==> src/rtl/phase_timer_pkg.sv <==
// Shared constants and types for the phase timer controller.
// Holds parameter defaults, selector/interval encodings and FSM states.
package phase_timer_pkg;

  localparam int TICK_DIV_DEF = 10;

  localparam logic [3:0] T_BASE_DEF = 4'd6;
  localparam logic [3:0] T_EXT_DEF  = 4'd3;
  localparam logic [3:0] T_YEL_DEF  = 4'd2;

  // time_param_selector encodings
  localparam logic [1:0] SEL_BASE = 2'd0;
  localparam logic [1:0] SEL_EXT  = 2'd1;
  localparam logic [1:0] SEL_YEL  = 2'd2;
  localparam logic [1:0] SEL_RSVD = 2'd3;

  // interval_sel encodings
  localparam logic [1:0] IV_BASE = 2'd0;
  localparam logic [1:0] IV_EXT  = 2'd1;
  localparam logic [1:0] IV_YEL  = 2'd2;
  localparam logic [1:0] IV_SUM  = 2'd3;

  typedef logic [0:0] state_t;
  localparam state_t ST_IDLE = 1'b0;
  localparam state_t ST_RUN  = 1'b1;

  // Interval length in seconds; the sum is widened so 15+15 fits.
  function automatic logic [4:0] interval_len(
    input logic [1:0] sel,
    input logic [3:0] t_base,
    input logic [3:0] t_ext,
    input logic [3:0] t_yel
  );
    logic [4:0] len;
    unique case (sel)
      IV_BASE: len = {1'b0, t_base};
      IV_EXT:  len = {1'b0, t_ext};
      IV_YEL:  len = {1'b0, t_yel};
      IV_SUM:  len = {1'b0, t_base} + {1'b0, t_ext};
    endcase
    return len;
  endfunction

endpackage

==> src/rtl/phase_timer_ctrl_tick_divider.sv <==
// Clear-able modulo-TICK_DIV counter producing a one-second tick.
// Ports: clk, reset, clear (sync zero), enable (count), tick (at wrap).
module tick_divider #(
  parameter int TICK_DIV = 10
) (
  input  logic clk,
  input  logic reset,
  input  logic clear,
  input  logic enable,
  output logic tick
);

  localparam int CW = $clog2(TICK_DIV);
  localparam logic [CW-1:0] LAST = CW'(TICK_DIV - 1);

  logic [CW-1:0] r_cnt;

  assign tick = enable && (r_cnt == LAST);

  always_ff @(posedge clk or posedge reset) begin
    if (reset) begin
      r_cnt <= '0;
    end else if (clear) begin
      r_cnt <= '0;
    end else if (enable) begin
      r_cnt <= tick ? '0 : r_cnt + CW'(1);
    end
  end

endmodule

==> src/rtl/phase_timer_ctrl.sv <==
// Programmable interval timer for a traffic-light phase FSM.
// Ports: clk, reset, reprogram/time_param_selector/time_value (param
// writes), start_timer/interval_sel (interval start), expired, busy,
// remaining, restart, prog_err.
module phase_timer_ctrl
  import phase_timer_pkg::*;
#(
  parameter int TICK_DIV = TICK_DIV_DEF
) (
  input  logic       clk,
  input  logic       reset,
  input  logic       reprogram,
  input  logic [1:0] time_param_selector,
  input  logic [3:0] time_value,
  input  logic       start_timer,
  input  logic [1:0] interval_sel,
  output logic       expired,
  output logic       busy,
  output logic [4:0] remaining,
  output logic       restart,
  output logic       prog_err
);

  state_t     r_state;
  logic [3:0] r_base;
  logic [3:0] r_ext;
  logic [3:0] r_yel;
  logic [4:0] r_remaining;
  logic       r_expired;
  logic       r_restart;
  logic       r_prog_err;

  logic       w_tick;
  logic       w_run;
  logic       w_bad_wr;
  logic       w_start;
  logic [4:0] w_len;

  assign w_run    = (r_state == ST_RUN);
  assign w_bad_wr = (time_value == 4'd0) ||
                    (time_param_selector == SEL_RSVD);
  // reprogram dominates a simultaneous start
  assign w_start  = start_timer && !reprogram;
  assign w_len    = interval_len(interval_sel, r_base, r_ext, r_yel);

  tick_divider #(
    .TICK_DIV (TICK_DIV)
  ) u_div (
    .clk    (clk),
    .reset  (reset),
    .clear  (reprogram || start_timer),
    .enable (w_run),
    .tick   (w_tick)
  );

  always_ff @(posedge clk or posedge reset) begin
    if (reset) begin
      r_base <= T_BASE_DEF;
      r_ext  <= T_EXT_DEF;
      r_yel  <= T_YEL_DEF;
    end else if (reprogram && !w_bad_wr) begin
      unique case (time_param_selector)
        SEL_BASE: r_base <= time_value;
        SEL_EXT:  r_ext  <= time_value;
        SEL_YEL:  r_yel  <= time_value;
        default:  ;
      endcase
    end
  end

  always_ff @(posedge clk or posedge reset) begin
    if (reset) begin
      r_state     <= ST_IDLE;
      r_remaining <= 5'd0;
      r_expired   <= 1'b0;
      r_restart   <= 1'b0;
      r_prog_err  <= 1'b0;
    end else begin
      r_restart  <= reprogram;
      r_prog_err <= reprogram && w_bad_wr;
      r_expired  <= 1'b0;
      if (reprogram) begin
        r_state     <= ST_IDLE;
        r_remaining <= 5'd0;
      end else if (w_start) begin
        r_state     <= ST_RUN;
        r_remaining <= w_len;
      end else if (w_run && w_tick) begin
        r_remaining <= r_remaining - 5'd1;
        if (r_remaining == 5'd1) begin
          r_state   <= ST_IDLE;
          r_expired <= 1'b1;
        end
      end
    end
  end

  assign expired   = r_expired;
  assign busy      = w_run;
  assign remaining = r_remaining;
  assign restart   = r_restart;
  assign prog_err  = r_prog_err;

endmodule

==> config.mk <==
export PLATFORM = sky130hd
export DESIGN_NAME = phase_timer_ctrl
export DESIGN_NICKNAME = d
export VERILOG_FILES = /design/src/rtl/phase_timer_pkg.sv /design/src/rtl/phase_timer_ctrl_tick_divider.sv /design/src/rtl/phase_timer_ctrl.sv
export SDC_FILE = /design/constraint.sdc
export NUM_CORES = 1
export LEC_CHECK = 0
export ABC_CLOCK_PERIOD_IN_PS = 4000
export CAP_MARGIN = 15
export CORE_MARGIN = 2
export CORE_UTILIZATION = 55
export DETAILED_ROUTE_END_ITERATION = 10
export GPL_TIMING_DRIVEN = 0
export PLACE_DENSITY = 0.78
export SETUP_SLACK_MARGIN = 0.2
export SLEW_MARGIN = 25
export SYNTH_ARGS = -nofsm -noshare
export SYNTH_HDL_FRONTEND = slang
export SYNTH_SLANG_ARGS = --single-unit
export TNS_END_PERCENT = 5
==> constraint.sdc <==
create_clock -name clk -period 4 [get_ports clk]
set_input_delay 0.8 -clock clk [delete_from_list [all_inputs] [get_ports clk]]
set_output_delay 0.8 -clock clk [all_outputs]
set_load 0.03 [all_outputs]
# After elaboration in Yosys (flattened, before gate mapping)
# Index checks and enable logic that the tools add are counted.
# W data, S select, Z words.
# classes
n_addsub	3
eq_ne	8
mux	15
n_reduce_logical	19
# op_table
cell	n
$pmux W5 S4	1
$mux W5	3
$mux W4	3
$eq A2 B2 Y1 const B	4
$mux W1	8
$reduce_and A2 Y1	4
$reduce_bool A3 Y1	2
$add A4 B4 Y5	1
$eq A5 B1 Y1 const B	1
$logic_and A1 B1 Y1	5
$sub A5 B1 Y5 const B	1
$add A4 B1 Y4 const B	1
$eq A2 B1 Y1 const B	2
$eq A4 B4 Y1 const B	1
$logic_not A2 Y1	2
$logic_not A4 Y1	1
$logic_not A1 Y1	2
$logic_or A1 B1 Y1	2
$reduce_bool A2 Y1	1
# totals
ff_bits	25
out_inout_bits	9

# Logic depth before layout (Yosys ltp)
# Gate-level depths: netlist of the first run.
# depth
depth_word	6
depth_mapped	8
mapped_depth_nobuf	8

# Cells and area by module
# Synthesis of the first run repeated with hierarchy kept, for this count alone.
# hier_totals
cells_unflattened	139
hier_area_um2	1460.2
# by_module_without_submodules
module	instances	cells_per_inst	area_each_um2	seq_area_each_um2
phase_timer_ctrl	1	112	1214.9	531.8
tick_divider	1	27	245.2	100.1

# Least setup slack after synthesis of the first run
# Ideal clock, no wire load.
# synth_timing
path_kind	reg2reg
startpoint	register r_ext[0]
endpoint	register r_remaining[2], in the netlist remaining[2]
setup_time_ns	0.122
arrival_time_ns	1.913
path_slack_ns	1.965
stages_incl_launch_ff	8
path_buffers	0
synth_period_minus_slack_ns	2.035
cell_sequence	dfstp_2 -> ha_1 -> inv_1 -> fa_1 -> xnor2_1 -> mux4_2 -> a32oi_1 -> nor2_1
# synth_between
elab_chain_cells	4
# synth_lines
item	line_no	rtl
start, declared	phase_timer_ctrl.sv:26	logic [3:0] r_ext;
start signal, assigned	phase_timer_ctrl.sv:64	SEL_EXT: r_ext <= time_value;
$add A4 B4 Y5	phase_timer_pkg.sv:39	IV_SUM: len = {1'b0, t_base} + {1'b0, t_ext};
$pmux W5 S4	phase_timer_pkg.sv:35	unique case (sel)
$mux W5	phase_timer_ctrl.sv:85	end else if (w_start) begin
$mux W5	phase_timer_ctrl.sv:82	if (reprogram) begin
end signal, assigned	phase_timer_ctrl.sv:87	r_remaining <= w_len;
end signal, assigned	phase_timer_ctrl.sv:89	r_remaining <= r_remaining - 5'd1;
end, declared	phase_timer_ctrl.sv:28	logic [4:0] r_remaining;
# No other way between the ends.
# A chain may end at the register's enable or synchronous reset.

# Worst setup path in the final report of the first run
# layout_timing
startpoint	register r_remaining[2], in the netlist remaining[2]
endpoint	output port remaining[2]
# layout_lines
item	line_no	rtl
end, declared	phase_timer_ctrl.sv:19	output logic [4:0] remaining,
# No word-level cell between the ends.

==> results_dict.tcl, run 1 <==
set metrics [dict create \
    grt_antenna_before_repair 0 \
    post-cts-setup-buffer-count 0 \
    placementRows 18 \
    globalRouteMet2Util_pct 38.9 \
    detailedRoute.firstPassIterationCount 4 \
    grt_first_pass_wirelength_um 5060 \
    detail_route.drc_violations 0 \
    fin_crit_sh_pct 57.5 \
    critical_path.top_delay_family "buffers and inverters" \
    synth.largest_area_cell "dfrtp_1" \
    clk_pin_slew_ps 140 \
    die-area_mm2 0.00310 \
    clock_insertion_delay_worst_skew_ps 320 \
    dieHeight_um 55.7 \
    drt_iter0_drc 20 \
    syn_inst 139 \
    numCtsBuffers 3 \
    vdd_drop_max_mv 0.321 \
    final.min_clock_period_ps 2300 \
    n_antenna_cell 0 \
    switching_share_pct 33.4 \
    mostFrequentLayoutCell "dfrtp_1" \
    drv.max_cap_violation_count 0 \
    filler_cell_count 199 \
    worst-endpoint-required_ps 3200 \
    mappedNetlistArea_mm2 0.00147 \
    timing_hold_violations_final 0 \
    fin_worst_skew_ps 7.99 \
    initial_utilization_pct 58.8 \
    min_path_cells 1 \
    timing.critical_path.cells "clkdlybuf4s50_1" \
    cts_resized 0 \
    grt_most_used_layer "met2" \
    buffers_plus_inverters_on_the_worst_setup_path 1 \
    wl_um 2910 \
    netlist.area_leader.share_pct 34.1 \
    number_of_max_slew_violations_in_the_final_report 0 \
    synthArstFlopShare_pct 100 \
    synth-edff-count 0 \
    synth_warnings 0 \
    synth_sequential_area_ratio_pct 43.0 \
    final_core_util_pct 68.1 \
    setup.worst_path.class "flop to primary output" \
    rsz_0062_raised_after_global_routing "false" \
    tritoncts_num_sinks 25 \
    track_usage_pct 20.6 \
    grt_start_max_net_pins 26 \
    critPathArrivalTime_ps 1500 \
    number_of_global_route_vias_before_repair 1188 \
    htreeDepth 1 \
    portBuffers 17 \
    wl_per_cell_um 15.3 \
    timing.critical_path.slowest_stage_cell "clkdlybuf4s50_1" \
    slew-limit-headroom_pct 42.2 \
    area_of_combinational_cells_with_multiple_inputs_um2 759 \
    timing.critical_path.to_type "primary output" \
    pwr-share-seq_pct 48.9 \
    die_width_um 55.7 \
    clock_power_share_pct 16.9 \
    tightestPinTransition_ps 862 \
    comb_power_share_pct 34.3 \
    ff_latch_area_um2 632 \
    cell_types_occupying_the_most_area_after_synthesis "dfrtp_1 (34%), dfstp_2 (8.9%), ha_1 (6.8%)" \
    layout_cells_sized_above_1_pct 18.8 \
    grt.overflow.total 0 \
    synth.net_count 160 \
    grtUsageMet1_pct 21.9 \
    cellLeakagePower_nw 0.743 \
    hpwlAfterDp_um 2270 \
    maxClockFrequency_ghz 0.435 \
    hp-class "flop to flop" \
    tritoncts_clock_tree "built" \
    cts-root-buf "clkbuf_4" \
    timing.critical_path.fanout_max 6 \
    outcome "complete, no violations" \
    powerDensity_mw_per_mm2 400 \
    finalNetCount 182 \
    core_area_mm2 0.00250 \
    power_mw 0.682 \
    final_cell_mix "dfrtp_1 (20), nor2_1 (19), clkdlybuf4s50_1 (17)" \
    routed_via_density 5.90 \
    synthToLayoutAreaGrowth_pct 15.9 \
    yosysUniqueCellTypes 40 \
    worst_path_largest_cell_delay_ps 710 \
    drtAntennaViolNets 0 \
    route.vias.total 1121 \
    setup-violations-final 0 \
    total_non_filler_cell_area_in_the_finished_layout_mm2 0.00170 \
    synthFlopType "dfrtp_1" \
    cts_hold_buffers 0 \
    clock_path_buffers 2 \
    placed_area_mm2 0.00168 \
    setup.worst_path.start_class "flop" \
    synthesis.area_per_instance_um2 10.6 \
    io_pins 21 \
    worst-r2r-cell-count 7 \
    grt_util_met3_pct 4.42 \
    synth.ff_latch_count 25 \
    place.gp.congestion 0.827 \
    p_int_mw 0.454 \
    power.switching_mw 0.228 \
    totalNegativeSetupSlack_ps 0 \
    worst-path-stages 1 \
]
==> power groups by stage <==
| stage | clock network, mW | logic [mW] | registers, mW |
|---|---|---|---|
| floorplan | 0 | 0.156 | 0.344 |
| global placement | 0 | 0.223 | 0.332 |
| detailed placement | 0 | 0.235 | 0.337 |
| CTS | 0.117 | 0.236 | 0.332 |
| global route | 0.129 | 0.260 | 0.337 |
| finish | 0.115 | 0.234 | 0.333 |
==> synth_stat cells, types with 3 or more instances <==
cell type / instances
dfrtp_1: 20
a21oi_1: 8
a31oi_1: 3
mux4_2: 3
mux2_2: 3
o21ai_0: 4
buf_2: 3
nor2_1: 19
dfstp_2: 5
mux2_1: 8
xnor2_1: 3
nand2_1: 6
inv_1: 11
ha_1: 8
or2_2: 3
==> logic make-up after synthesis <==
family / count (synthesis) / share of synthesized area (%)
muxes: 16 / 14.4
xor gates and xnor gates: 4 / 2.39
AOI/OAI and AO/OA: 26 / 11.5
DFF: 25 / 43.0
and+or+nand+nor: 42 / 15.2
buffers and inverters: 17 / 5.28
adders and majority gates: 9 / 8.18
==> worst paths after layout <==
check / from / end / slack [ps]
min in group asynchronous: reset / restart / 850
setup / recovery: remaining[2] / remaining[2] / 1700
setup reg to reg: r_ext[0] / remaining[2] / 1830
hold reg to reg: r_yel[0] / r_yel[0] / 510
max in group asynchronous: reset / expired / 2750
hold / removal: r_yel[0] / r_yel[0] / 510
==> metal layers <==
| metal | wire [um] | share of wire (%) | vias up |
|---|---|---|---|
| met2 | 1570 | 54 | 25 |
| met4 | 15 | 0.52 | 0 |
| met1 | 1200 | 41 | 562 |
| li1 | - | - | 532 |
| met5 | 0 | 0 | - |
| met3 | 124 | 4.3 | 2 |
==> metrics by stage <==
| stage | instances | hold slack, ps | setup slack, ps |
|---|---|---|---|
| after global routing | 190 | 548 | 1660 |
| after CTS | 190 | 514 | 1710 |
| after floorplan | 139 | 459 | 1960 |
| after global placement | 186 | 477 | 1410 |
| final | 190 | 514 | 1700 |
| after detailed placement | 186 | 483 | 1390 |
==> area by class of cell <==
cell class,instances,share of cell area [%]
Tap cell,30,2.20
Multi-Input combinational cell,97,44.6
Buffer,6,2.13
Sequential cell,25,37.1
Inverter,11,2.42
Timing Repair Buffer,17,9.99
Clock buffer,4,1.54
==> sequential cells by signal, summed over array words and instances, names as in the netlist <==
| register | count |
|---|---|
| busy | 1 |
| expired | 1 |
| prog_err | 1 |
| r_base | 4 |
| r_ext | 4 |
| r_yel | 4 |
| remaining | 5 |
| restart | 1 |
| u_div.r_cnt | 4 |
==> worst register-to-register path: stages, from the launching register on <==
cell	delay [ps]
dfstp_2	570
ha_1	170
inv_1	60
fa_1	400
xnor2_1	140
mux4_2	470
a32oi_1	220
nor2_1	70
No activity file was read; power rests on OpenSTA's default activity.
==> inputs of run 2 (changes only) <==
Settings changed: ABC_CLOCK_PERIOD_IN_PS 4000 to 1900, CORE_UTILIZATION 55 to 48, PLACE_DENSITY 0.78 to 0.72.
Clock period 4 ns to 1.9 ns, I/O delays scaled along.
==> results_dict.tcl, run 2 (same netlist as run 1, synthesis figures left out) <==
set metrics [dict create \
    reg2reg_slack_ps -140 \
    power.switching_mw 0.504 \
    n_antenna_cell 0 \
    grt.overflow.total 0 \
    cts_hold_buffers 0 \
    hpwlAfterDp_um 2230 \
    clock_power_share_pct 17.3 \
    dieHeight_um 59.3 \
    layout_cells_sized_above_1_pct 22.4 \
    cellLeakagePower_nw 0.792 \
    clock_insertion_delay_worst_skew_ps 330 \
    routed_via_density 5.68 \
    htreeDepth 1 \
    final_cell_mix "dfrtp_1 (20), nor2_1 (19), dlygate4sd2_1 (12)" \
    placementRows 20 \
    p_int_mw 0.955 \
    timing.rr.start "r_ext[0]" \
    filler_cell_count 260 \
    drv.max_cap_violation_count 0 \
    number_of_global_route_vias_before_repair 1151 \
    drtAntennaViolNets 0 \
    timing.critical_path.slowest_stage_cell "dfstp_2" \
    numCtsBuffers 3 \
    hp-class "input pin to flop" \
    core_area_mm2 0.00298 \
    io_pins 21 \
    final_core_util_pct 58.1 \
    fin_crit_sh_pct 107 \
    tritoncts_num_sinks 25 \
    tritoncts_clock_tree "built" \
    wl_per_cell_um 15.4 \
    final_critical_path_setup_slack_ps -142 \
    die_width_um 59.3 \
    grt_start_max_net_pins 26 \
    setup.worst_path.class "flop to flop" \
    detailedRoute.firstPassIterationCount 4 \
    powerDensity_mw_per_mm2 844 \
    worst-endpoint-required_ps 2140 \
    cts-root-buf "clkbuf_4" \
    wl_um 2980 \
    critical_path.top_delay_family "flip-flops" \
    timing.critical_path.cells "ha_4 -> inv_2 -> fa_2 -> xnor2_1 -> mux4_2 -> a32oi_1 -> nor2_1" \
    fin_worst_skew_ps 1.45 \
    switching_share_pct 34.5 \
    critical_path.endpoint "remaining[2]" \
    pwr-share-seq_pct 48.1 \
    route.vias.total 1101 \
    mostFrequentLayoutCell "dfrtp_1" \
    worstReg2RegEnd "remaining[2]" \
    timing.critical_path.to_type "flop" \
    grt_first_pass_wirelength_um 5190 \
    setup.worst_path.start "r_ext[0]" \
    timing.critical_path.fanout_max 2 \
    buffers_plus_inverters_on_the_worst_setup_path 1 \
    clk_pin_slew_ps 140 \
    detail_route.drc_violations 0 \
    vdd_drop_max_mv 0.334 \
    timing_hold_violations_final 0 \
    slew-limit-headroom_pct 40.6 \
    worst-r2r-cell-count 7 \
    die-area_mm2 0.00352 \
    number_of_max_slew_violations_in_the_final_report 0 \
    worst-path-stages 7 \
    clock_path_buffers 2 \
    critPathArrivalTime_ps 2280 \
    largest_register_ffs 5 \
    place.gp.congestion 0.771 \
    comb_power_share_pct 34.6 \
    tightestPinTransition_ps 885 \
    initial_utilization_pct 49.3 \
    worst_path_largest_cell_delay_ps 590 \
    rsz_0062_raised_after_global_routing "true" \
    totalNegativeSetupSlack_ps -281 \
    final.min_clock_period_ps 2040 \
    outcome "finished with violations" \
    portBuffers 17 \
    setup.worst_path.start_class "flop" \
    failed_checks "negative setup slack" \
    grt_antenna_before_repair 0 \
    setup-violations-final 2 \
    maxClockFrequency_ghz 0.490 \
    track_usage_pct 19.5 \
    synthToLayoutAreaGrowth_pct 17.7 \
    power_mw 1.46 \
    drt_iter0_drc 29 \
    finalNetCount 183 \
]
==> run 2: worst min path at each step <==
stage               cells past startpoint   startpoint      endpoint
finish                                  3  start_timer          busy
global route                            3  start_timer  remaining[1]
CTS                                     3  start_timer          busy
detailed placement                      1     r_yel[0]      r_yel[0]
global placement                        1     r_yel[0]      r_yel[0]
floorplan                               1        reset          busy
==> run 2: metal layers <==
| layer | vias to the layer above | GRT usage, % | part of all wire (%) |
|---|---|---|---|
| met2 | 26 | 34.5 | 50 |
| met4 | 0 | 7.79 | 2.0 |
| met1 | 536 | 23.8 | 44 |
| li1 | 532 | - | - |
| met5 | - | 0 | 0 |
| met3 | 7 | 2.40 | 4.0 |
==> run 2: timing repair <==
item                                    CTS  global route
pin swaps                                 2             2
setup buffers                             1             0
cloned                                    0             0
endpoints found under the setup margin   21            10
gates resized for setup                  15             2
==> run 2: worst reg2reg max path: cells and delay by family (launching register included) <==
kind	cells	cell delay, ps
AO/OA/AOI/OAI	1	200
XOR/XNOR	1	130
adder cells (fa/ha/maj)	2	480
buffers and inverters	1	30
flip-flops	1	590
multiplexers	1	460
AND/OR/NAND/NOR	1	70
==> run 2: area by class of cell <==
| cell class | instances | area [um2] | share of cell area (%) |
|---|---|---|---|
| multi-input combinational | 97 | 785 | 45.4 |
| sequential | 25 | 632 | 36.5 |
| timing repair buffer | 18 | 165 | 9.55 |
| inverter | 11 | 41.3 | 2.39 |
| tap | 33 | 41.3 | 2.39 |
| buffer | 6 | 38.8 | 2.24 |
| clock buffer | 4 | 26.3 | 1.52 |
==> run 2: power groups by stage <==
stage	sequential (mW)	clock [mW]	combinational, mW
after global placement	0.705	0	0.481
final	0.701	0.253	0.505
after global routing	0.716	0.282	0.567
after CTS	0.700	0.263	0.509
after detailed placement	0.712	0	0.502
after floorplan	0.729	0	0.336
==> run 2: metrics by stage <==
stage	hold slack (ps)	cell area [um2]	std cells	worst slack [ps]
final	294	1730	194	-142
after global routing	303	1730	194	-245
after CTS	283	1720	194	-145
after detailed placement	480	1700	189	-276
after global placement	476	1700	189	-258
after floorplan	404	1490	139	-54.0
==> inputs of run 3 (changes only) <==
Settings changed: CAP_MARGIN 15 to unset.
==> results of run 3 <==
No change in the layout: final DEF, timing and power equal those of run 2.
